[src/rtl/serial_regbank_if.sv]
// serial_regbank_if: byte-stream handshake between the host front-end (master) and the register bank (slave)
interface serial_regbank_if;
    logic [7:0] rx_byte;
    logic       rx_valid;
    logic       rx_ready;
    logic [7:0] tx_byte;
    logic       tx_valid;
    logic       tx_ready;
    modport master (output rx_byte, rx_valid, tx_ready, input rx_ready, tx_byte, tx_valid);
    modport slave  (input rx_byte, rx_valid, tx_ready, output rx_ready, tx_byte, tx_valid);
endinterface

[src/rtl/serial_regbank.sv]
// serial_regbank: command-byte parser driving a register bank with single write, single read and burst read
module serial_regbank #(
    parameter int                        NREG    = 16,
    parameter int                        NBYTES  = 4,
    parameter logic [15:0]               RO_MASK = 16'h00E0,
    parameter logic [NREG*8*NBYTES-1:0]  INIT    = '0,
    parameter logic [31:0]               BADVAL  = 32'hDEADBEEF,
    parameter int                        TIMEOUT = 1023
) (
    input  logic                       clk,
    input  logic                       reset,
    serial_regbank_if.slave            bus,
    output logic [NREG*8*NBYTES-1:0]   regs_out,
    input  logic [NREG*8*NBYTES-1:0]   regs_in,
    output logic [NREG-1:0]            wr_stb,
    output logic [NREG-1:0]            rd_stb,
    output logic [7:0]                 err_cnt,
    output logic                       busy
);
    localparam int DW = 8 * NBYTES;
    localparam int IW = (NBYTES > 1) ? $clog2(NBYTES) : 1;
    localparam int TW = (TIMEOUT > 0) ? $clog2(TIMEOUT + 1) : 1;
    localparam logic [IW-1:0] LAST = IW'(NBYTES - 1);
    localparam logic [TW-1:0] TMAX = TW'(TIMEOUT);
    localparam logic [DW-1:0] BADW = DW'(BADVAL);

    typedef enum logic [2:0] {IDLE, CNT, WR, COMMIT, SNAP, RD} state_t;

    state_t        state;
    logic [3:0]    adr;
    logic [7:0]    n;
    logic [IW-1:0] idx;
    logic [TW-1:0] timer;
    logic [DW-1:0] wbuf;
    logic [DW-1:0] word;
    logic [DW-1:0] snap_val;
    logic [7:0]    err_nxt;
    logic [3:0]    nxt_adr;
    logic          in_range;
    logic          rx_fire;

    assign in_range     = int'(adr) < NREG;
    assign rx_fire      = bus.rx_valid & bus.rx_ready;
    assign bus.rx_ready = (state == IDLE) || (state == CNT) || (state == WR);
    assign busy         = state != IDLE;
    assign err_nxt      = (err_cnt == 8'hFF) ? err_cnt : err_cnt + 8'd1;
    assign nxt_adr      = (int'(adr) == NREG - 1) ? 4'd0 : adr + 4'd1;

    // Range is checked first so an out-of-range address never indexes past the buses.
    always_comb snap_val = !in_range ? BADW : RO_MASK[adr] ? regs_in[adr*DW +: DW] : regs_out[adr*DW +: DW];

    always_ff @(posedge clk or posedge reset) begin
        if (reset) begin
            state        <= IDLE;
            adr          <= '0;
            n            <= '0;
            idx          <= '0;
            timer        <= '0;
            wbuf         <= '0;
            word         <= '0;
            regs_out     <= INIT;
            wr_stb       <= '0;
            rd_stb       <= '0;
            err_cnt      <= '0;
            bus.tx_valid <= 1'b0;
            bus.tx_byte  <= '0;
        end else begin
            wr_stb <= '0;
            rd_stb <= '0;
            case (state)
                IDLE: if (rx_fire) begin
                    adr   <= bus.rx_byte[7:4];
                    idx   <= '0;
                    timer <= '0;
                    n     <= 8'd1;
                    case (bus.rx_byte[3:0])
                        4'h5:    state <= WR;
                        4'hA:    state <= SNAP;
                        4'hB:    state <= CNT;
                        default: err_cnt <= err_nxt;
                    endcase
                end
                CNT, WR: if (rx_fire) begin
                    timer <= '0;
                    if (state == CNT) begin
                        n     <= bus.rx_byte;
                        state <= (bus.rx_byte == 8'd0) ? IDLE : SNAP;
                        if (bus.rx_byte == 8'd0) err_cnt <= err_nxt;
                    end else begin
                        wbuf[{idx, 3'b000} +: 8] <= bus.rx_byte;
                        idx <= idx + IW'(1);
                        if (idx == LAST) state <= COMMIT;
                    end
                end else if (timer == TMAX) begin
                    err_cnt <= err_nxt;
                    state   <= IDLE;
                end else begin
                    timer <= timer + TW'(1);
                end
                COMMIT: begin
                    if (in_range && !RO_MASK[adr]) begin
                        regs_out[adr*DW +: DW] <= wbuf;
                        wr_stb[adr]            <= 1'b1;
                    end
                    state <= IDLE;
                end
                SNAP: begin
                    word <= snap_val;
                    if (in_range) rd_stb[adr] <= 1'b1;
                    idx   <= '0;
                    state <= RD;
                end
                RD: if (!bus.tx_valid) begin
                    bus.tx_valid <= 1'b1;
                    bus.tx_byte  <= word[{idx, 3'b000} +: 8];
                end else if (bus.tx_ready) begin
                    if (idx == LAST) begin
                        bus.tx_valid <= 1'b0;
                        idx          <= '0;
                        n            <= n - 8'd1;
                        state        <= (n > 8'd1) ? SNAP : IDLE;
                        if (n > 8'd1) adr <= nxt_adr;
                    end else begin
                        idx         <= idx + IW'(1);
                        bus.tx_byte <= word[{idx + IW'(1), 3'b000} +: 8];
                    end
                end
                default: state <= IDLE;
            endcase
        end
    end
endmodule

[src/flat_wrapper.sv]
// flat-port wrapper written by rule: the top's interface ports become plain ports
module serial_regbank_flat 
#(
    parameter int                        NREG    = 16,
    parameter int                        NBYTES  = 4,
    parameter logic [15:0]               RO_MASK = 16'h00E0,
    parameter logic [NREG*8*NBYTES-1:0]  INIT    = '0,
    parameter logic [31:0]               BADVAL  = 32'hDEADBEEF,
    parameter int                        TIMEOUT = 1023
)
  (clk, reset, regs_out, regs_in, wr_stb, rd_stb, err_cnt, busy, bus_rx_byte, bus_rx_valid, bus_tx_ready, bus_rx_ready, bus_tx_byte, bus_tx_valid);
  serial_regbank_if bus_i ();
  input  logic clk;
  input  logic reset;
  output logic [NREG*8*NBYTES-1:0] regs_out;
  input  logic [NREG*8*NBYTES-1:0] regs_in;
  output logic [NREG-1:0] wr_stb;
  output logic [NREG-1:0] rd_stb;
  output logic [7:0] err_cnt;
  output logic busy;
  input wire logic [$bits(bus_i.rx_byte)-1:0] bus_rx_byte;
  input wire logic [$bits(bus_i.rx_valid)-1:0] bus_rx_valid;
  input wire logic [$bits(bus_i.tx_ready)-1:0] bus_tx_ready;
  output wire logic [$bits(bus_i.rx_ready)-1:0] bus_rx_ready;
  output wire logic [$bits(bus_i.tx_byte)-1:0] bus_tx_byte;
  output wire logic [$bits(bus_i.tx_valid)-1:0] bus_tx_valid;
  assign bus_i.rx_byte = bus_rx_byte;
  assign bus_i.rx_valid = bus_rx_valid;
  assign bus_i.tx_ready = bus_tx_ready;
  assign bus_rx_ready = bus_i.rx_ready;
  assign bus_tx_byte = bus_i.tx_byte;
  assign bus_tx_valid = bus_i.tx_valid;
  serial_regbank #(.NREG(NREG), .NBYTES(NBYTES), .RO_MASK(RO_MASK), .INIT(INIT), .BADVAL(BADVAL), .TIMEOUT(TIMEOUT)) u_core (.clk(clk), .reset(reset), .bus(bus_i), .regs_out(regs_out), .regs_in(regs_in), .wr_stb(wr_stb), .rd_stb(rd_stb), .err_cnt(err_cnt), .busy(busy));
endmodule
[config.mk]
export PLATFORM = sky130hd
export DESIGN_NAME = serial_regbank_flat
export DESIGN_NICKNAME = d
export VERILOG_FILES = /design/src/rtl/serial_regbank_if.sv /design/src/rtl/serial_regbank.sv /design/src/flat_wrapper.sv
export SDC_FILE = /design/constraint.sdc
export NUM_CORES = 2
export LEC_CHECK = 0
export CORE_AREA = 2 2 423 425
export DETAILED_ROUTE_END_ITERATION = 12
export DIE_AREA = 0 0 425 427
export DONT_BUFFER_PORTS = 1
export GPL_TIMING_DRIVEN = 0
export RECOVER_POWER = 50
export SYNTH_ARGS = -nofsm -noshare
export SYNTH_HDL_FRONTEND = slang
export SYNTH_SLANG_ARGS = --single-unit
[constraint.sdc]
create_clock -name clk -period 33.7 [get_ports clk]
set_input_delay 3.37 -clock clk [delete_from_list [all_inputs] [get_ports clk]]
set_output_delay 3.37 -clock clk [all_outputs]
set_load 0.005 [all_outputs]
==> reports/metrics.cfg <==
[routing]
drtAntennaViolNets=0
routed_wl_microns=336000
vias=36900
drcViolationCount=0
viasPerCell=5.75
drtIter0Drc=5984
dr.pass1.iters=7
wl_per_cell_microns=52.3

[clocking]
cts_hold_buffers=0
htreeDepth=3
cts_buffers=75
clk_latency_ps=730
post_cts_buffers=0
root_buffer=clkbuf_16
clk_pin_slew_worst_paths_ps=60
cts_tree=done
post_cts_resized=0
clockBufferDepth=3
cts.sinks=652

[global_route]
grt_overflow_total=0
grt_max_degree=118
grt_pass1_wl_microns=410000
antenna_found_initial=134
grt_usage_pct=35.7
grt_pass1_vias=33400

[critical_path]
cp-end-kind=async pin
arrival_ps=16710
setup.worst_path.start_class=primary input
cp_max_fo=110
required_ps=33310
critical_path_class=primary input to async pin

[floorplan]
initial_utilization_pct=18.8
pin_count=1087
fp.dieArea_sq_um=181000
fp.dieW_microns=425
coreArea_sq_um=177000
fp-row-count=155
die_y_microns=427

[timing]
finalCritPeriodShare_pct=50.7
rsz0062_at_grt=false
clock_skew_ps=32.1
setup_violations=0
tns_ps=0
slew-limit-headroom_pct=-337
hold_viol_final=0
fmax_ghz=0.0585
final.min_clock_period_ps=17100
worstMarginPinSlew_ps=6560
report.final.slew_viol_count=696

[final_layout]
n_fill_cell=19700
area_growth_pct=17.1
finalNetCount=4461
design_area_sq_um=39100
drive_gt1_share_pct=7.44
final_util_pct=22.1

[synthesis]
synth_area_per_cell_sq_um=8.71
synth-seq-area-share_pct=48.9
synth.distinct_cells=70
synth_area_leaders=dfrtp_1, nand2_1, o21ai_0, mux2i_1, clkbuf_1
synth_top_cells_by_count=nand2_1, dfrtp_1, o21ai_0
synth_ff_type=dfrtp_1
yosysWarnings=0
synth_edf_count=0
syn_nets=4376
synth.most_common_cell=nand2_1
ys_seq_elements=652
synth-async-reset-ratio_pct=100
synth.cell_area_sq_um=33400
synth_top_area_cell=dfrtp_1
netlist_instances=3835
netlist.area_leader.share_pct=48.9

[placement]
hpwlAfterDp_microns=279000
portBuffers=0
placed_area_sq_um=36500
place.gp.congestion=1.10

[hold_path]
hp-class=flop to flop

[pwr]
ir_drop_mv=0.0399
finalPower_mw=3.74
power.leakage_nw=15.6
power_density_nw_per_um2=95.7

[outcome]
violations=max-capacitance violations, max-slew violations
run_status=finished with violations

[run]
cap_violations=10

-- cells by family after synthesis --
group	after synthesis	synth area share [%]
buffers and inverters	351	4.62
AOI/OAI and AO/OA	999	17.5
and+or+nand+nor	1549	19.2
xor gates and xnor gates	16	0.420
DFF	652	48.9
muxes	251	8.73
adders and majority gates	17	0.637
-- through the flow --
stage	hold slack, ps	instances	worst slack [ps]
after floorplan	474	3835	12060
after global placement	485	6190	2960
after detailed placement	494	6197	26640
after CTS	507	6330	26620
after global routing	522	6387	14510
final	509	6421	16600
-- area by class of cell --
class	instances	area (sq um)	area share [%]
repair buffers	8	41.3	0.106
plain buffers	337	1490	3.81
clock buffers	103	2120	5.43
multi-input cells	2832	15500	39.7
inverters	14	53.8	0.138
flip-flops and latches	652	16300	41.7
well taps	2355	2950	7.54
diodes	90	225	0.576
clock inverters	30	378	0.966
-- power by group --
group | internal (mW) | switching, mW
combinational | 0.368 | 1.49
clock | 0.496 | 0.390
sequential | 0.850 | 0.147
-- registers in the layout, indices dropped and copies added (netlist names), 10 cells and up --
name,cells
u_core.wr_stb,16
u_core.timer,10
u_core.rd_stb,16
u_core.regs_out,512
u_core.wbuf,32
u_core.word,32
-- cell usage in the layout (no fill, tap or decap), types with 13 or more instances in the layout --
cell       Yosys  routed
nor2_1       108     108
diode_2        0      90
nand3_1      133     133
a21oi_1      103     103
nand4_1       20      20
mux4_2        26      26
clkbuf_1     205     228
inv_1         13      13
clkbuf_16      0      77
o22ai_1       63      63
ha_1          17      17
a211o_1       14      14
and3_1        22      22
dfrtp_1      652     652
clkbuf_2      12      15
buf_2         83      80
a32oi_1       21      21
buf_4         22      22
o31ai_1       68      68
nand2_1     1177    1177
a311oi_1      27      27
a31oi_1       49      49
mux2i_1      212     212
o21ai_0      570     570
a221oi_1      20      20
-- per-layer routing --
| layer | GRT usage (%) | routed length (microns) | up-vias |
|---|---|---|---|
| li1 | - | - | 13700 |
| met1 | 36.4 | 109000 | 18600 |
| met2 | 52.7 | 143000 | 3469 |
| met3 | 19.2 | 47800 | 1068 |
| met4 | 31.8 | 36300 | 56 |
| met5 | 0.0265 | 415 | - |
-- final timing paths --
| kind | start | endpoint | slack (ps) | depth (start not counted) |
|---|---|---|---|---|
| max reg2reg | u_core.adr[1] | u_core.word[20] | 25660 | 16 |
| min | u_core.word[14] | u_core.word[14] | 510 | 1 |
| max | reset | u_core.regs_out[153] | 16600 | 4 |
| min reg2reg | u_core.word[14] | u_core.word[14] | 510 | 1 |
| min in group asynchronous | reset | u_core.regs_out[192] | 2490 | 1 |
| max in group clk | u_core.adr[1] | u_core.word[20] | 25660 | 16 |
-- critical path: stages --
cell	delay [ps]
clkinvlp_2	230
clkbuf_1	4460
clkbuf_1	4510
clkbuf_1	3820
No activity file was read; power rests on OpenSTA's default activity.
